### config.mk
export PLATFORM = sky130hd
export DESIGN_NAME = ps2_key_event_unit
export DESIGN_NICKNAME = d
export VERILOG_FILES = /design/src/rtl/ps2_pkg.sv /design/src/rtl/ps2_rx_frame.sv /design/src/rtl/ps2_key_event_unit.sv
export SDC_FILE = /design/constraint.sdc
export NUM_CORES = 2
export LEC_CHECK = 0
export BUFFER_PORTS_ARGS = -buffer_cell sky130_fd_sc_hd__clkbuf_2
export CAP_MARGIN = 20
export CORE_AREA = 2 2 600 602
export DETAILED_ROUTE_END_ITERATION = 8
export DIE_AREA = 0 0 602 604
export HOLD_SLACK_MARGIN = 0.06
export MAX_ROUTING_LAYER = met4
export PLACE_DENSITY = 0.37
export SYNTH_ARGS = -nofsm -noshare
export SYNTH_HDL_FRONTEND = slang
export SYNTH_SLANG_ARGS = --single-unit
export TNS_END_PERCENT = 1
### constraint.sdc
create_clock -name c50 -period 64.1 [get_ports c50]
set_input_delay 12.82 -clock c50 [delete_from_list [all_inputs] [get_ports c50]]
set_output_delay 12.82 -clock c50 [all_outputs]
set_load 0.02 [all_outputs]
### src/rtl/ps2_pkg.sv
// Shared constants and types for the PS/2 key event unit.
package ps2_pkg;

  localparam logic [7:0]  PREFIX_EXT   = 8'hE0;
  localparam logic [7:0]  PREFIX_BRK   = 8'hF0;
  localparam logic [7:0]  PREFIX_PAUSE = 8'hE1;
  localparam int unsigned PAUSE_SKIP   = 7;

  // Event word layout: {is_break, is_ext, code[7:0]}
  localparam int unsigned EVT_W       = 10;
  localparam int unsigned EVT_BRK_BIT = 9;
  localparam int unsigned EVT_EXT_BIT = 8;
  localparam int unsigned EVT_CODE_W  = 8;

  // Key-state vectors are indexed by {ext, code}
  localparam int unsigned LUT_IDX_W = 9;

  typedef enum logic [1:0] {
    ST_IDLE,
    ST_DATA,
    ST_PARITY,
    ST_STOP
  } frame_state_t;

endpackage

### src/rtl/ps2_rx_frame.sv
// PS/2 receive front end: input synchronisers, clock glitch filter and
// frame deframer with parity/stop checking.
// Optional mid-frame watchdog enabled by defining PS2_FRAME_TIMEOUT_EN.
module ps2_rx_frame
  import ps2_pkg::*;
#(
  parameter int unsigned DENOISE_LEN    = 16,
  parameter int unsigned TIMEOUT_CYCLES = 100000
) (
  input  logic       c50,
  input  logic       reset_all,
  input  logic       ps2_clk,
  input  logic       ps2_dat,
  output logic [7:0] rx_byte,
  output logic       byte_vld,
  output logic       frame_err
);

  logic [1:0]             clk_sync, dat_sync;
  logic [DENOISE_LEN-1:0] filt_sh;
  logic                   filt_clk, filt_prev, fall, dat_s, timeout;

  frame_state_t state, state_nxt;
  logic [2:0]   bit_cnt, bit_cnt_nxt;
  logic [7:0]   shreg, shreg_nxt;
  logic         par, par_nxt, vld_nxt, err_nxt;

  // Two-flop synchronisers; idle bus level is high on both lines
  always_ff @(posedge c50 or posedge reset_all) begin
    if (reset_all) begin
      clk_sync <= '1;
      dat_sync <= '1;
    end else begin
      clk_sync <= {clk_sync[0], ps2_clk};
      dat_sync <= {dat_sync[0], ps2_dat};
    end
  end

  // Glitch filter: output only moves when the whole sample window agrees
  always_ff @(posedge c50 or posedge reset_all) begin
    if (reset_all) begin
      filt_sh   <= '1;
      filt_clk  <= 1'b1;
      filt_prev <= 1'b1;
    end else begin
      filt_sh <= {filt_sh[DENOISE_LEN-2:0], clk_sync[1]};
      if (&filt_sh)
        filt_clk <= 1'b1;
      else if (~|filt_sh)
        filt_clk <= 1'b0;
      filt_prev <= filt_clk;
    end
  end

  assign fall  = filt_prev & ~filt_clk;
  assign dat_s = dat_sync[1];

`ifdef PS2_FRAME_TIMEOUT_EN
  localparam int unsigned TO_W = $clog2(TIMEOUT_CYCLES + 1);
  logic [TO_W-1:0] to_cnt;

  // Watchdog: cycles since the last falling edge while a frame is open
  always_ff @(posedge c50 or posedge reset_all) begin
    if (reset_all)
      to_cnt <= '0;
    else if (state == ST_IDLE || fall || timeout)
      to_cnt <= '0;
    else
      to_cnt <= to_cnt + 1'b1;
  end

  assign timeout = (state != ST_IDLE) && !fall && (to_cnt == TO_W'(TIMEOUT_CYCLES - 1));
`else
  assign timeout = 1'b0;
`endif

  // Frame state and shift register
  always_ff @(posedge c50 or posedge reset_all) begin
    if (reset_all) begin
      state     <= ST_IDLE;
      bit_cnt   <= '0;
      shreg     <= '0;
      par       <= 1'b0;
      byte_vld  <= 1'b0;
      frame_err <= 1'b0;
    end else begin
      state     <= state_nxt;
      bit_cnt   <= bit_cnt_nxt;
      shreg     <= shreg_nxt;
      par       <= par_nxt;
      byte_vld  <= vld_nxt;
      frame_err <= err_nxt;
    end
  end

  // Frame sequencing on each filtered falling edge
  always_comb begin
    state_nxt   = state;
    bit_cnt_nxt = bit_cnt;
    shreg_nxt   = shreg;
    par_nxt     = par;
    vld_nxt     = 1'b0;
    err_nxt     = 1'b0;
    if (fall) begin
      unique case (state)
        ST_IDLE: begin
          if (!dat_s) begin
            state_nxt   = ST_DATA;
            bit_cnt_nxt = '0;
          end
        end
        ST_DATA: begin
          shreg_nxt   = {dat_s, shreg[7:1]};
          bit_cnt_nxt = bit_cnt + 1'b1;
          if (bit_cnt == 3'd7)
            state_nxt = ST_PARITY;
        end
        ST_PARITY: begin
          par_nxt   = dat_s;
          state_nxt = ST_STOP;
        end
        ST_STOP: begin
          state_nxt = ST_IDLE;
          if (dat_s && (^{shreg, par}))
            vld_nxt = 1'b1;
          else
            err_nxt = 1'b1;
        end
        default: state_nxt = ST_IDLE;
      endcase
    end
    if (timeout) begin
      state_nxt = ST_IDLE;
      err_nxt   = 1'b1;
    end
  end

  // Shift register is frozen outside DATA, so it still holds the byte when byte_vld fires
  assign rx_byte = shreg;

endmodule

### src/rtl/ps2_key_event_unit.sv
// PS/2 keyboard event unit: prefix decoder, key-state vectors and
// first-word-fall-through event FIFO on top of ps2_rx_frame.
// Optional watchdog (inside ps2_rx_frame) enabled by PS2_FRAME_TIMEOUT_EN.
module ps2_key_event_unit
  import ps2_pkg::*;
#(
  parameter int unsigned DENOISE_LEN    = 16,
  parameter int unsigned FIFO_DEPTH     = 8,
  parameter int unsigned TIMEOUT_CYCLES = 100000
) (
  input  logic                          c50,
  input  logic                          reset_all,
  input  logic                          ps2_clk,
  input  logic                          ps2_dat,
  input  logic                          clr_make,
  input  logic                          clr_break,
  input  logic                          evt_ready,
  output logic                          evt_valid,
  output logic [EVT_W-1:0]              evt_data,
  output logic [(1<<LUT_IDX_W)-1:0]     make_lut,
  output logic [(1<<LUT_IDX_W)-1:0]     persist_lut,
  output logic [(1<<LUT_IDX_W)-1:0]     break_lut,
  output logic                          frame_err,
  output logic                          overflow,
  output logic [$clog2(FIFO_DEPTH):0]   fifo_count
);

  localparam int unsigned PTR_W = $clog2(FIFO_DEPTH);
  localparam int unsigned CNT_W = PTR_W + 1;

  logic [7:0] rx_byte;
  logic       byte_vld;

  ps2_rx_frame #(
    .DENOISE_LEN   (DENOISE_LEN),
    .TIMEOUT_CYCLES(TIMEOUT_CYCLES)
  ) u_rx (
    .c50      (c50),
    .reset_all(reset_all),
    .ps2_clk  (ps2_clk),
    .ps2_dat  (ps2_dat),
    .rx_byte  (rx_byte),
    .byte_vld (byte_vld),
    .frame_err(frame_err)
  );

  logic             ext, brk, skip;
  logic             ext_nxt, brk_nxt, skip_nxt;
  logic [2:0]       skip_cnt, skip_cnt_nxt;
  logic             emit;
  logic [EVT_W-1:0] emit_evt;
  logic [LUT_IDX_W-1:0] idx;

  // Prefix decoder; a frame error abandons any partially built sequence
  always_comb begin
    ext_nxt      = ext;
    brk_nxt      = brk;
    skip_nxt     = skip;
    skip_cnt_nxt = skip_cnt;
    emit         = 1'b0;
    emit_evt     = '0;
    if (frame_err) begin
      ext_nxt      = 1'b0;
      brk_nxt      = 1'b0;
      skip_nxt     = 1'b0;
      skip_cnt_nxt = '0;
    end else if (byte_vld) begin
      if (skip) begin
        if (skip_cnt == 3'(PAUSE_SKIP - 1)) begin
          skip_nxt     = 1'b0;
          skip_cnt_nxt = '0;
          emit         = 1'b1;
          emit_evt     = {1'b0, 1'b1, PREFIX_PAUSE};
        end else begin
          skip_cnt_nxt = skip_cnt + 1'b1;
        end
      end else if (rx_byte == PREFIX_EXT) begin
        ext_nxt = 1'b1;
      end else if (rx_byte == PREFIX_BRK) begin
        brk_nxt = 1'b1;
      end else if (rx_byte == PREFIX_PAUSE) begin
        skip_nxt     = 1'b1;
        skip_cnt_nxt = '0;
      end else begin
        emit     = 1'b1;
        emit_evt = {brk, ext, rx_byte};
        ext_nxt  = 1'b0;
        brk_nxt  = 1'b0;
      end
    end
  end

  // Decoder state registers
  always_ff @(posedge c50 or posedge reset_all) begin
    if (reset_all) begin
      ext      <= 1'b0;
      brk      <= 1'b0;
      skip     <= 1'b0;
      skip_cnt <= '0;
    end else begin
      ext      <= ext_nxt;
      brk      <= brk_nxt;
      skip     <= skip_nxt;
      skip_cnt <= skip_cnt_nxt;
    end
  end

  assign idx = emit_evt[LUT_IDX_W-1:0];

  // Key-state vectors; bulk clears first so a same-cycle event wins its bit
  always_ff @(posedge c50 or posedge reset_all) begin
    if (reset_all) begin
      make_lut    <= '0;
      persist_lut <= '0;
      break_lut   <= '0;
    end else begin
      if (clr_make)
        make_lut <= '0;
      if (clr_break)
        break_lut <= '0;
      if (emit) begin
        if (emit_evt[EVT_BRK_BIT]) begin
          persist_lut[idx] <= 1'b0;
          break_lut[idx]   <= 1'b1;
        end else begin
          make_lut[idx]    <= ~persist_lut[idx];
          persist_lut[idx] <= 1'b1;
        end
      end
    end
  end

  logic [EVT_W-1:0] mem [FIFO_DEPTH];
  logic [PTR_W-1:0] wr_ptr, rd_ptr;
  logic             pop, push;

  assign evt_valid = (fifo_count != '0);
  assign evt_data  = mem[rd_ptr];
  assign pop       = evt_valid & evt_ready;
  assign push      = emit & ((fifo_count != CNT_W'(FIFO_DEPTH)) | pop);

  // Event FIFO; a push into a full FIFO is allowed when a pop frees a slot
  always_ff @(posedge c50 or posedge reset_all) begin
    if (reset_all) begin
      for (int unsigned i = 0; i < FIFO_DEPTH; i++)
        mem[i] <= '0;
      wr_ptr     <= '0;
      rd_ptr     <= '0;
      fifo_count <= '0;
      overflow   <= 1'b0;
    end else begin
      if (push) begin
        mem[wr_ptr] <= emit_evt;
        wr_ptr      <= wr_ptr + 1'b1;
      end
      if (pop)
        rd_ptr <= rd_ptr + 1'b1;
      if (emit && !push)
        overflow <= 1'b1;
      unique case ({push, pop})
        2'b10:   fifo_count <= fifo_count + 1'b1;
        2'b01:   fifo_count <= fifo_count - 1'b1;
        default: fifo_count <= fifo_count;
      endcase
    end
  end

endmodule

Word-level counts from Yosys, hierarchy flattened
Index checks and enable logic that the tools add are counted.
Cells by class
  equality and inequality tests: 21
  add/sub/neg operators: 6
  bitwise gates (word level): 12
  reduce and logical (&&, ||, !) cells: 21
  $lt $le $gt $ge: 5
  multiplexer cells: 71
Operators with widths (count)
  two-way mux 512 bit: 7
  OR 512 bit: 2
  bitwise AND 512 bit: 1
  bitwise mux 512 bit: 1
  NOT 512 bit: 1
  two-way mux 10 bit: 9
  bitwise mux 80 bit: 1
  two-way mux 1 bit: 35
  binary-select mux 10 bit (select 3 bit): 1
  demux 10 bit (select 3 bit): 1
  equality test 8 bit (second input constant): 3
  two-way mux 3 bit: 8
  AND reduction 16 bit: 1
  OR reduction 16 bit: 1
  != test 3 x 2 -> 1 bit (second input constant): 5
  adder 3 x 1 -> 3 bit (second input constant): 4
  AND reduction 4 bit: 3
  < comparator 9 x 10 -> 1 bit (second input constant): 1
  binary-select mux 1 bit (select 9 bit): 1
  demux 1 bit (select 9 bit): 1
  >= comparator 9 x 1 -> 1 bit (second input constant): 1
  two-way mux 9 bit: 1
  parity 9 bit: 1
  >= comparator 4 bit (second input constant): 2
  other kinds (25): 44
Storage, ports and cells
  flip-flop bits (word level): 1671
  word-level logic and storage cells: 166

Depth between registers and ports, before layout
  depth after elaboration: 14
  depth in mapped cells: 18
  depth with buffers taken out: 12

By module
From an unflattened synthesis, not the netlist that was laid out.
Second synthesis, totals
  cells, all modules: 6920
  area, all modules: 70521.4 sq um
By module, submodules not included
  ps2_key_event_unit: area an instance 69087.5 sq um, times used 1, sequential area each 40864.2 sq um, cells an instance 6825
  ps2_rx_frame: area an instance 1433.9 sq um, times used 1, sequential area each 978.4 sq um, cells an instance 95

Least setup slack after synthesis
No wires, ideal clock.
  path type: register to output
  from: register rd_ptr[0]
  to: output evt_data[9]
  data required time: 51.280 ns
  arrival: 1.804 ns
  path slack: 49.476 ns
  buffers on the path: 1
  cell stages (with the launch flop): 4
  path through: dfrtp_1 -> buf_1 -> mux4_2 -> mux2_2
On the way
  word-level cells in the longest chain between the ends: 4
Ends and longest elaborated chain
  start: declaration: RTL line ps2_key_event_unit.sv:134  | logic [PTR_W-1:0] wr_ptr, rd_ptr;
  start signal: assignment: RTL line ps2_key_event_unit.sv:157  | rd_ptr <= rd_ptr + 1'b1;
  NOT 3 -> 4 bit (implied by the code): RTL line ps2_key_event_unit.sv:138  | assign evt_data = mem[rd_ptr];
  binary-select mux 10 bit (select 3 bit): RTL line ps2_key_event_unit.sv:138
  two-way mux 10 bit (implied by the code) (2 in series): RTL line ps2_key_event_unit.sv:138
  end: declaration: RTL line ps2_key_event_unit.sv:19  | output logic [EVT_W-1:0] evt_data,
Every way passes these cells. The select of a mux whose other input is x is not followed.

==> Flow_metrics.wiki <==
{| class="wikitable"
! Metric !! Value
|-
| Outcome || completed
|-
| Critical-path maximum fanout || roughly 160
|-
| Number of flops mapped to enable cells by yosys || 0
|-
| Worst hold-check path type || reg2reg
|-
| Post-layout minimum cycle time || 17240 ps
|-
| Peak supply drop || 22.0 uV
|-
| Setup repair after global routing missed its margin || false
|-
| Detail Route Antenna Nets || 0
|-
| Area of combinational cells with multiple inputs || ~26000 um^2
|-
| Fin. Hold Viols || 0
|-
| Final setup viols || 0
|-
| Post-Route Skew || roughly 110 ps
|-
| Bufs on Longest Clock Path || 4
|-
| Post-synthesis instance area || 73200 um^2
|-
| Input/output buffers || about 1600
|-
| Post-DP HPWL || 290000 um
|-
| GRT Overall Usage || 23.1%
|-
| FP Rows || 220
|-
| Maximum frequency from static timing analysis || slightly below 0.06 GHz
|-
| Flop pwr share || 45.7%
|-
| Horiz. Die Dim || between 600 and 700 um
|-
| Total global routing overflow || 0
|-
| Insertion delay to the later sink of the worst-skew pair || between 900 and 1000 ps
|-
| GPL Wtd Cong || around 0.88
|-
| Reg2Reg Depth || 13
|-
| Fraction of power spent switching nets || approximately a quarter
|-
| Worst-path clk slew || about 60 ps
|-
| Count of clock tree sinks || roughly 1700
|-
| Vertical extent of the die || ~600 um
|-
| Critical path data arrival time || 18140 ps
|-
| Pin count of the biggest net entering global routing || approximately 190
|-
| Vias post-DR || between 60000 and 70000
|-
| DRT Wirelength || roughly 420000 um
|-
| TritonCTS clock tree || yes
|-
| Post-Synthesis Net Count || between 7000 and 8000
|-
| Kind of critical path || in2async
|-
| Max-slew violation count || 0
|-
| Period utilisation layout || between 20% and 30%
|-
| Share of cells above drive strength 1 || a little over a quarter
|-
| Proportion of power drawn by the clock network || roughly 52%
|-
| Endpoint kind of the worst setup timing path || async pin
|-
| Area of all sequential standard cells || ~42000 um^2
|-
| Number of synthesized register bits || 1671
|-
| Number of iterations in the first detailed-routing pass || 6
|-
| Core box area || 358000 um^2
|-
| Number of DRC markers in iteration 0 || just over 6000
|-
| Number of antenna violations at the first check in global routing || 13
|-
| Starting utilization of the core area || ~20%
|-
| Sequential share of the synthesized area || a little under three fifths
|-
| Most common library cell in the layout ignoring fill and taps || dfrtp_1
|-
| Number of clock buffers inserted by TritonCTS || approximately 210
|-
| Per-instance average area after synthesis || approximately 9.9 um^2
|-
| Combinational share of power || ~2.5%
|-
| Filler instances || 38500
|-
| Total negative slack for setup checks || 0 ps
|-
| Slew HR || 15.7%
|-
| Synth async-reset ratio || 100%
|-
| Startpoint class of the critical path || input port
|-
| Ratio of total power to cell area || approximately 25 nW/um^2
|-
| Master cell of the clock root buffer || clkbuf_16
|-
| Worst-case register-to-register setup slack || approximately 57000 ps
|-
| Number of warnings issued by yosys || 0
|-
| Count of distinct cell types in the synthesized netlist || 85
|-
| DR vias/cell || about 4.8
|-
| Worst-margin pin slew || between 1000 and 1500 ps
|-
| Commonest register cell after synthesis || dfrtp_1
|-
| DRC violations left || 0
|-
| Total power || about 0.0023 W
|-
| Final hold slack || between 300 and 400 ps
|-
| H-tree lvl count || 4
|-
| First-pass GRT wire length || 567000 um
|-
| Routed wirelength normalized by instance count || around 32 um
|-
| Floorplan die area || 364000 um^2
|-
| Pint || approximately 0.0018 W
|-
| Commonest cells after routing, fill and taps aside || dfrtp_1, clkbuf_2, o22ai_1, inv_1, a21oi_1
|-
| Leakage Power || around 41 nW
|-
| Final net count || between 8000 and 9000
|-
| Worst hold path stage count || 0
|-
| Number of global-route vias before repair || around 62000
|-
| Syn Inst Count || roughly 7400
|-
| Required time reported for the critical path endpoint || around 65000 ps
|-
| Number of gates given a new drive strength after cts || 0
|-
| Number of I/O pins || approximately 1600
|-
| Number of buffers added for setup after CTS || 0
|-
| Switching power total || 0.000568 W
|-
| Hold_buf cts || 0
|-
| Layout overhead on the synthesized area || 26.8%
|-
| MaxCap Viol Count || 0
|}
[final timing paths]
path | start | endpoint
worst max-delay path | reset_all | async pin
worst min-delay path | u_rx.dat_sync[0] | u_rx.dat_sync[1]
worst max register to register | u_rx.rx_byte[1] | make_lut[160]
worst min register to register | u_rx.dat_sync[0] | u_rx.dat_sync[1]
max in group c50 | rd_ptr[0] | evt_data[1]
min in group asynchronous | reset_all | break_lut[496]
[through the flow]
step,setup WS (ps),util (%),std cells,cell area (um^2)
floorplan,4160,-,7373,73200
global placement,45920,24.0,13000,85700
detailed placement,45840,24.0,13000,85800
CTS,46860,25.9,13400,92700
global route,46240,26.0,13400,92800
finish,46860,26.0,13400,92800
[critical path, cell delays in order]
cell and delay, ps:
clkbuf_2 120, inv_8 400, buf_4 820, buf_12 530
buf_4 800, buf_4 750, buf_4 540, buf_12 710
[Yosys cell counts (all sizes together) (114+ instances only)]
| master | instances | share of area (%) |
|---|---|---|
| dfrtp | 1649 | 56 |
| o22ai | 771 | 6.6 |
| inv | 758 | 3.9 |
| clkbuf | 664 | 3.4 |
| a21oi | 547 | 3.7 |
| nand2 | 489 | 2.5 |
| a31oi | 484 | 4.1 |
| o21ai | 439 | 3.0 |
| nor2b | 258 | 2.2 |
| o31ai | 251 | 2.7 |
| o31a | 239 | 2.9 |
| buf | 192 | 1.5 |
| nor2 | 114 | 0.61 |
[power groups by stage]
stage / Combinational, W / Sequential, W / Clock [W]
2_1_floorplan: 0.0000432 / 0.00108 / 0
3_3_place_gp: 0.0000561 / 0.00109 / 0
3_5_place_dp: 0.0000605 / 0.00109 / 0
4_1_cts: 0.0000606 / 0.00107 / 0.00124
5_1_grt: 0.0000661 / 0.00107 / 0.00128
6_report: 0.0000594 / 0.00107 / 0.00121
[cells by family (layout without fill, tap and decap cells)]
| group | after synthesis | in the layout | synth area share (%) |
|---|---|---|---|
| and+or+nand+nor | 1101 | 1101 | 7.37 |
| buffers and inverters | 1616 | 2899 | 8.76 |
| muxes | 90 | 90 | 1.64 |
| AOI/OAI and AO/OA | 2867 | 2867 | 24.7 |
| xor gates and xnor gates | 16 | 16 | 0.191 |
| DFF | 1671 | 1671 | 57.2 |
| other | 0 | 6 | 0 |
| adders and majority gates | 12 | 12 | 0.215 |
[metal layers]
layer	wire length, um	GRT usage (%)
met1	164000	26.2
met2	209000	38.6
met3	27100	4.78
met4	24400	11.3
met5	0	-
[cell type report]
class	count	share of cell area [%]
Sequential cell	1671	45.1
Clock inverter	59	0.805
Multi-Input combinational cell	4086	27.6
Inverter	760	3.08
Antenna cell	6	0.0162
Clock buffer	319	6.62
Tap cell	4773	6.43
Timing Repair Buffer	1761	10.3
Power figures use the tool's default switching activity.
